--- config.mk ---
export PLATFORM = sky130hd
export DESIGN_NAME = calc_display
export DESIGN_NICKNAME = d
export VERILOG_FILES = /design/src/rtl/calc_display.sv
export SDC_FILE = /design/constraint.sdc
export NUM_CORES = 1
export LEC_CHECK = 0
export ABC_AREA = 1
export CORE_ASPECT_RATIO = 0.7
export CORE_MARGIN = 3
export CORE_UTILIZATION = 40
export CTS_CLUSTER_SIZE = 40
export DETAILED_ROUTE_END_ITERATION = 12
export MAX_ROUTING_LAYER = met4
export PLACE_DENSITY = 0.58
export SLEW_MARGIN = 20
export SYNTH_ARGS = -nofsm -noshare
export SYNTH_HDL_FRONTEND = slang
export SYNTH_SLANG_ARGS = --single-unit
export TNS_END_PERCENT = 30
--- constraint.sdc ---
create_clock -name clock -period 3.9 [get_ports clock]
set_input_delay 0.78 -clock clock [delete_from_list [all_inputs] [get_ports clock]]
set_output_delay 0.78 -clock clock [all_outputs]
set_load 0.01 [all_outputs]
--- src/rtl/calc_display.sv ---
`timescale 1ns/1ps
`default_nettype none
// ============================================================================
//  Module   : calc_display
//  Purpose  : Reassembles the core's digit-serial result stream into an
//             8-digit frame and scans it onto multiplexed active-low 7-seg
//             displays, with leading-zero blanking and a latched error banner.
//  Revision : 1.0  initial release
// ============================================================================
module calc_display #(
    parameter int REFRESH_DIV = 100000
) (
    input  logic       clock,
    input  logic       reset,
    input  logic [1:0] status,
    input  logic [3:0] data,
    input  logic [3:0] pos,
    output logic [7:0] an,
    output logic [7:0] seg,
    output logic       frame_valid
);

    localparam logic [1:0] STATUS_ERROR = 2'b00;
    localparam logic [1:0] STATUS_READY = 2'b10;
    localparam int         PRESC_W      = (REFRESH_DIV > 2) ? $clog2(REFRESH_DIV) : 1;

    localparam logic [7:0] SEG_E     = 8'h86;
    localparam logic [7:0] SEG_R     = 8'hAF;
    localparam logic [7:0] SEG_O     = 8'hA3;
    localparam logic [7:0] SEG_BLANK = 8'hFF;

    typedef enum logic [0:0] {
        IDLE    = 1'b0,
        CAPTURE = 1'b1
    } state_t;

    state_t              state;
    state_t              state_next;
    logic [2:0]          expect_idx;
    logic [2:0]          expect_next;
    logic                shadow_we;
    logic                commit;
    logic [7:0][3:0]     shadow;
    logic [7:0][3:0]     frame;
    logic [7:0][3:0]     commit_frame;
    logic                err;
    logic [PRESC_W-1:0]  prescaler;
    logic [2:0]          scan;
    logic                scan_tick;
    logic [7:0]          nonzero;
    logic                lead_blank;
    logic [7:0]          digit_seg;

    function automatic logic [7:0] bcd_seg(input logic [3:0] d);
        logic [7:0] s;
        case (d)
            4'd0:    s = 8'hC0;
            4'd1:    s = 8'hF9;
            4'd2:    s = 8'hA4;
            4'd3:    s = 8'hB0;
            4'd4:    s = 8'h99;
            4'd5:    s = 8'h92;
            4'd6:    s = 8'h82;
            4'd7:    s = 8'hF8;
            4'd8:    s = 8'h80;
            4'd9:    s = 8'h90;
            default: s = SEG_BLANK;
        endcase
        return s;
    endfunction

    // Capture FSM: any out-of-order position or a return to ready abandons the sweep.
    always_comb begin
        state_next  = state;
        expect_next = expect_idx;
        shadow_we   = 1'b0;
        commit      = 1'b0;
        case (state)
            IDLE: begin
                if (status != STATUS_READY && pos == 4'd0) begin
                    shadow_we   = 1'b1;
                    expect_next = 3'd1;
                    state_next  = CAPTURE;
                end
            end
            CAPTURE: begin
                if (status == STATUS_READY) begin
                    state_next  = IDLE;
                    expect_next = 3'd0;
                end else if (pos == {1'b0, expect_idx}) begin
                    shadow_we = 1'b1;
                    if (expect_idx == 3'd7) begin
                        commit      = 1'b1;
                        state_next  = IDLE;
                        expect_next = 3'd0;
                    end else begin
                        expect_next = expect_idx + 3'd1;
                    end
                end else begin
                    state_next  = IDLE;
                    expect_next = 3'd0;
                end
            end
            default: begin
                state_next  = IDLE;
                expect_next = 3'd0;
            end
        endcase
    end

    always_comb begin
        commit_frame    = shadow;
        commit_frame[7] = data;
    end

    always_ff @(posedge clock) begin
        if (reset) begin
            state       <= IDLE;
            expect_idx  <= 3'd0;
            shadow      <= '0;
            frame       <= '0;
            frame_valid <= 1'b0;
            err         <= 1'b0;
        end else begin
            state       <= state_next;
            expect_idx  <= expect_next;
            frame_valid <= commit;
            if (shadow_we) begin
                shadow[pos[2:0]] <= data;
            end
            if (commit) begin
                frame <= commit_frame;
            end
            if (status == STATUS_ERROR) begin
                err <= 1'b1;
            end
        end
    end

    assign scan_tick = (prescaler == PRESC_W'(REFRESH_DIV - 1));

    always_ff @(posedge clock) begin
        if (reset) begin
            prescaler <= '0;
            scan      <= 3'd0;
        end else if (scan_tick) begin
            prescaler <= '0;
            scan      <= scan + 3'd1;
        end else begin
            prescaler <= prescaler + PRESC_W'(1);
        end
    end

    // A digit is blanked when it and every more-significant digit are zero.
    always_comb begin
        for (int i = 0; i < 8; i++) begin
            nonzero[i] = (frame[i] != 4'd0);
        end
        lead_blank = (scan != 3'd0) && ((nonzero >> scan) == 8'd0);
    end

    always_comb begin
        digit_seg = SEG_BLANK;
        if (err) begin
            case (scan)
                3'd0:       digit_seg = SEG_O;
                3'd1, 3'd2: digit_seg = SEG_R;
                3'd3:       digit_seg = SEG_E;
                default:    digit_seg = SEG_BLANK;
            endcase
        end else if (lead_blank) begin
            digit_seg = SEG_BLANK;
        end else begin
            digit_seg = bcd_seg(frame[scan]);
        end
    end

    always_ff @(posedge clock) begin
        if (reset) begin
            an  <= 8'hFE;
            seg <= 8'hC0;
        end else begin
            an  <= ~(8'h01 << scan);
            seg <= digit_seg;
        end
    end

endmodule
`default_nettype wire

Word-level counts from Yosys, hierarchy flattened
Memory sizes are Yosys's and may differ from the RTL's.
Cells that the tools add are included.
- $add $sub $neg: 3
- order comparisons: 3
- equal/unequal tests: 9
- shift-type cells: 2
- mux-type cells: 25
- bitwise operators: 2
- reductions and logical operators: 18
- operators by type and width (kind ; count):
    32-bit bitwise mux ; 1
    4-bit nonzero test ; 8
    7-bit one-hot mux with 3 select lines ; 1
    17-bit by 1-bit adder with 17-bit output (second input constant) ; 1
    17-bit equality test (second input constant) ; 1
    8-bit 2-to-1 mux ; 2
    4-bit binary-select mux with 3-bit select ; 1
    4-bit demux with 3-bit select ; 1
    3-bit 2-to-1 mux ; 4
    1-bit 2-to-1 mux ; 10
    8-bit logical NOT ; 1
    3-bit by 4-bit < comparator with 1-bit output (second input constant) ; 2
    4-bit 2-to-1 mux ; 2
    8-bit NOT ; 1
    1-bit by 3-bit left shift with 8-bit output (first input constant) ; 1
    8-bit by 3-bit right shift with 8-bit output ; 1
    3-bit by 1-bit adder with 3-bit output (second input constant) ; 2
    3-bit by 2-bit equality test with 1-bit output (second input constant) ; 2
    3-bit one-hot mux with 2 select lines ; 1
    4-bit by 3-bit equality test with 1-bit output ; 1
    4-bit logical NOT ; 1
    2-bit inequality test (second input constant) ; 2
    1-bit one-hot mux with 2 select lines ; 2
    2-bit OR reduction ; 2
    9 further kinds ; 11
- register bits: 106
- memory bits (read-only): 112
- input port bits: 12
- output and inout port bits: 17
- memories: 1
- memories (name ; words ; width ; rd ports ; clocked after memory_dff ; wr ports ; RTL line ; RTL):
    (name not given) ; 16 ; 7 ; 1 ; 0 ; 0 ; 56 ; case (d)

Depth between registers and ports, before layout
- depth in word-level cells: 6
- mapped depth: 14

Worst setup path after synthesis
Ideal clock, no wire load.
- path kind: input port to flip-flop
- from: input port pos[2]
- to: register shadow, in the netlist commit_frame[0]
- data arrival time: 1.683 ns
- path slack: 2.085 ns
- cell stages on the path: 7
- path through: nor3_4 nand4_2 nand2_4 buf_6 nand2_1 nand2_1 a21oi_1
- word-level cells in the longest chain between the ends: 5
- elaborated cells on any way between the ends: 13
- ends and longest elaborated chain (element ; RTL line ; RTL):
    start, declared ; 17 ; input logic [3:0] pos,
    3-bit by 4-bit < comparator with 1-bit output (implied by the code) or 3-bit by 1-bit >= comparator with 1-bit output (tied branches) ; 129 ; shadow[pos[2:0]] <= data;
    1-bit logical AND (implied by the code) ; 129 ;
    4-bit 2-to-1 mux (implied by the code) ; 129 ;
    4-bit demux with 3-bit select ; 129 ;
    32-bit bitwise mux ; 129 ;
    end signal, assigned by index ; 129 ;
    end, declared ; 43 ; logic [7:0][3:0] shadow;
Several ways; a longest one is shown, not always the timed one.
A chain may end at the register's enable or synchronous reset.

Final worst setup path
- from: input port pos[0]
- to: register frame[23] in the netlist's numbering
- word-level cells in the longest chain between the ends: 4
- ends and longest elaborated chain (element ; RTL line ; RTL):
    4-bit by 3-bit equality test with 1-bit output ; 90 ; end else if (pos == {1'b0, expect_idx}) begin
    1-bit 2-to-1 mux ; 90 ;
    1-bit 2-to-1 mux ; 87 ; if (status == STATUS_READY) begin
    1-bit 2-to-1 mux ; 78 ; case (state)
    end signal, assigned ; 132 ; frame <= commit_frame;
    end, declared ; 44 ; logic [7:0][3:0] frame;
No other way between the ends.

==> qor.yml <==
synthesis:
  synthTopCellsByArea: "dfxtp_1, nand2_1, a21oi_1"
  synth.distinct_cells: 38
  synthCells: 631
  yosys.area.top_type: "dfxtp_1"
  syn_area_sq_um: 4702
  syn_nets: 657
  async_flop_share: 0
  yosysSeqAreaShare: 0.4300
  yosysTopAreaCellShare: 0.4300
  yosysMostFrequentCell: "nand2_1"
  synth_warnings: 0
  synth-main-ff-cell: "dfxtp_1"
  synthTopCellsByCount: "nand2_1, dfxtp_1, a21oi_1, nand3_1, inv_1"
  avgSynthCellArea_sq_um: 7.452
  synth_edf_count: 0
  ys_ff_latch: 101
finish:
  final_nets: 669
  drive_gt1_frac: 0.07562
  area_growth_pct: 12.69
  n_antenna_cell: 0
critical_path:
  max_stage_delay_ns: 0.60
  crit_chain: "clkdlybuf4s50_1 -> inv_2 -> nor2_1 -> nor3_2 -> nand2_4 -> inv_6 -> nand2_4 -> o21ai_1 -> a21oi_1"
  crit_buf_inv: 3
  path_max_fanout: 60
  crit_top_cell: "nand2_4"
  cp_top_family: "buffers and inverters"
  crit_path_end_kind: "flip-flop"
  required_ns: 4.12
  crit_type: "primary input to flip-flop"
  cp.arrival_ns: 2.76
  critPathLaunchType: "primary input"
  crit_slowest_cell: "clkdlybuf4s50_1"
detailed_routing:
  drc: 0
  vias_per_cell: 4.953
  drt-met1-wl_mm: 5.611
  dr_wl_met2_mm: 4.020
  finalWirelength_mm: 10.28
  top_layer_used: "met4"
  wl_met3_microns: 513
  wl_per_cell_microns: 12.83
  drtAntennaViolNets: 0
  drt_iter0_drc: 233
  dr.pass1.iters: 5
  vias: 3967
timing:
  fin_crit_sh: 0.6523
  rsz0062_at_grt: "false"
  worst_hold_slack_ns: 0.4527
  fmax_mhz: 393.1
  fin_crit_ns: 2.544
  worst_pin_slew_ns: 0.6353
  final.setup_skew_ns: 0.009132
  setup_viol: 0
  relSlewSlack: 0.5764
  hold_viol: 0
  tns_ns: 0
  drv_slew: 0
placed_design:
  port_buffers: 27
  globalplace.congestion: 0.8468
  dp_hpwl_mm: 7.341
clocking:
  postCtsSetupBuffers: 0
  cts.repair.resized: 0
  cts_tree: "yes"
  cts_root_buf: "clkbuf_16"
  cts_buffers: 9
  cts_max_level: 3
  clock_sinks: 101
  clkLatencyLatePin_ns: 0.35
  hold_buffers: 0
  clk_path_buf_depth: 2
  cts.clk_slew.worst_paths_ns: 0.07
power:
  total_power_mw: 2.051
  p_leak_nw: 2.109
  combPwrFrac: 0.043
  p_per_area_nw_per_um2: 387.1
  p_seq_frac: 0.508
  ir_drop_mv: 0.2184
  power.switching_mw: 0.4618
  clkPwrFrac: 0.449
  intPower_mw: 1.589
  sw_frac_of_total: 0.2252
global_route:
  grt_pass1_wl_mm: 17.24
  overflow: 0
  antenna_found_initial: 0
  grt_max_degree: 61
  grt_pass1_vias: 3464
  track_usage: 0.1667
status:
  status: "finished clean"
floorplanning:
  ios: 29
  coreArea_sq_um: 11250
  start_util: 0.4179
  die_y_microns: 96.71
  die_w_microns: 135.6
  die_area_sq_um: 13110
  fp-row-count: 32
min_path:
  hp-class: "flip-flop to flip-flop"
flow_run:
  cap_viol_max_count: 0
[worst reg2reg max path: stages, from the launching register on]
cell     delay [ns]
dfxtp_1        0.64
inv_2          0.23
ha_1           0.26
o21ai_0        0.25
nand2_1        0.10
nor2_1         0.09
nand2_1        0.09
o21ai_0        0.12
a21oi_1        0.09
o21a_1         0.14
a21oi_1        0.15
[sequential cells by signal, indices dropped and copies added, names as in the netlist]
register and flops:
an 8, err 1, frame_valid 1, commit_frame 28, frame 32, expect_idx 3
scan 3, prescaler 17, state 1, seg 7
[through the flow]
| step | area (sq um) | instances | setup WS, ns | utilization |
|---|---|---|---|---|
| after CTS | 5299 | 801 | 1.380 | 0.4710 |
| final | 5299 | 801 | 1.356 | 0.4710 |
| after detailed placement | 4991 | 785 | 1.019 | 0.4436 |
| after global routing | 5299 | 801 | 1.167 | 0.4710 |
| after global placement | 4991 | 785 | 1.097 | 0.4436 |
| after floorplan | 4702 | 631 | 2.085 | - |
[per-layer routing]
| metal | up-vias | GRT usage |
|---|---|---|
| met1 | 1790 | 0.2464 |
| met3 | 12 | 0.05249 |
| met4 | 0 | 0.04028 |
| met2 | 82 | 0.2190 |
| met5 | - | - |
| li1 | 2083 | - |
[kinds of logic (layout without fill, tap and decap cells)]
family,after synthesis,count (layout),share of synthesized area
AND/OR/NAND/NOR,286,286,0.2799
AO/OA/AOI/OAI,122,122,0.1408
flip-flops,101,101,0.4300
buffers and inverters,101,118,0.1001
adder cells (fa/ha/maj),14,14,0.03725
XOR/XNOR,6,6,0.01118
other,1,1,0.0007975
[power groups by stage]
stage	logic [mW]	clock network, mW	registers [mW]
after floorplan	0.0559	0	1.07
after global placement	0.0854	0	1.07
after detailed placement	0.0873	0	1.07
after CTS	0.0876	0.944	1.04
after global routing	0.0980	0.994	1.04
final	0.0874	0.922	1.04
[path summary, 6_finish.rpt]
path                                    from            to  slack (ns)  cells past startpoint
worst max-delay path                  pos[0]     frame[23]        1.36                      9
worst max register to register       scan[1]        seg[0]        1.67                     10
worst min register to register  prescaler[0]  prescaler[0]        0.45                      1
worst min-delay path            prescaler[0]  prescaler[0]        0.45                      1
[cell usage in the layout (no fill, tap or decap), types with 8 or more instances in the layout]
cell type	netlist	routed
clkbuf_16	0	9
inv_1	66	66
o21ai_1	20	20
a21oi_1	74	74
nand3_1	70	70
o21ai_2	8	8
dfxtp_1	101	101
o21ai_0	11	11
ha_1	14	14
nand2_1	130	130
nor2_1	50	50
clkdlybuf4s50_1	0	27
[area by class of cell]
class / count / area, sq um
Timing Repair Buffer: 30 / 292.8
Tap cell: 153 / 191.4
Inverter: 72 / 275.3
Clock inverter: 6 / 68.82
Multi-Input combinational cell: 429 / 2210
Fill cell: 1115 / 5952
Sequential cell: 101 / 2022
Clock buffer: 10 / 239.0
No activity file was read; power rests on OpenSTA's default activity.
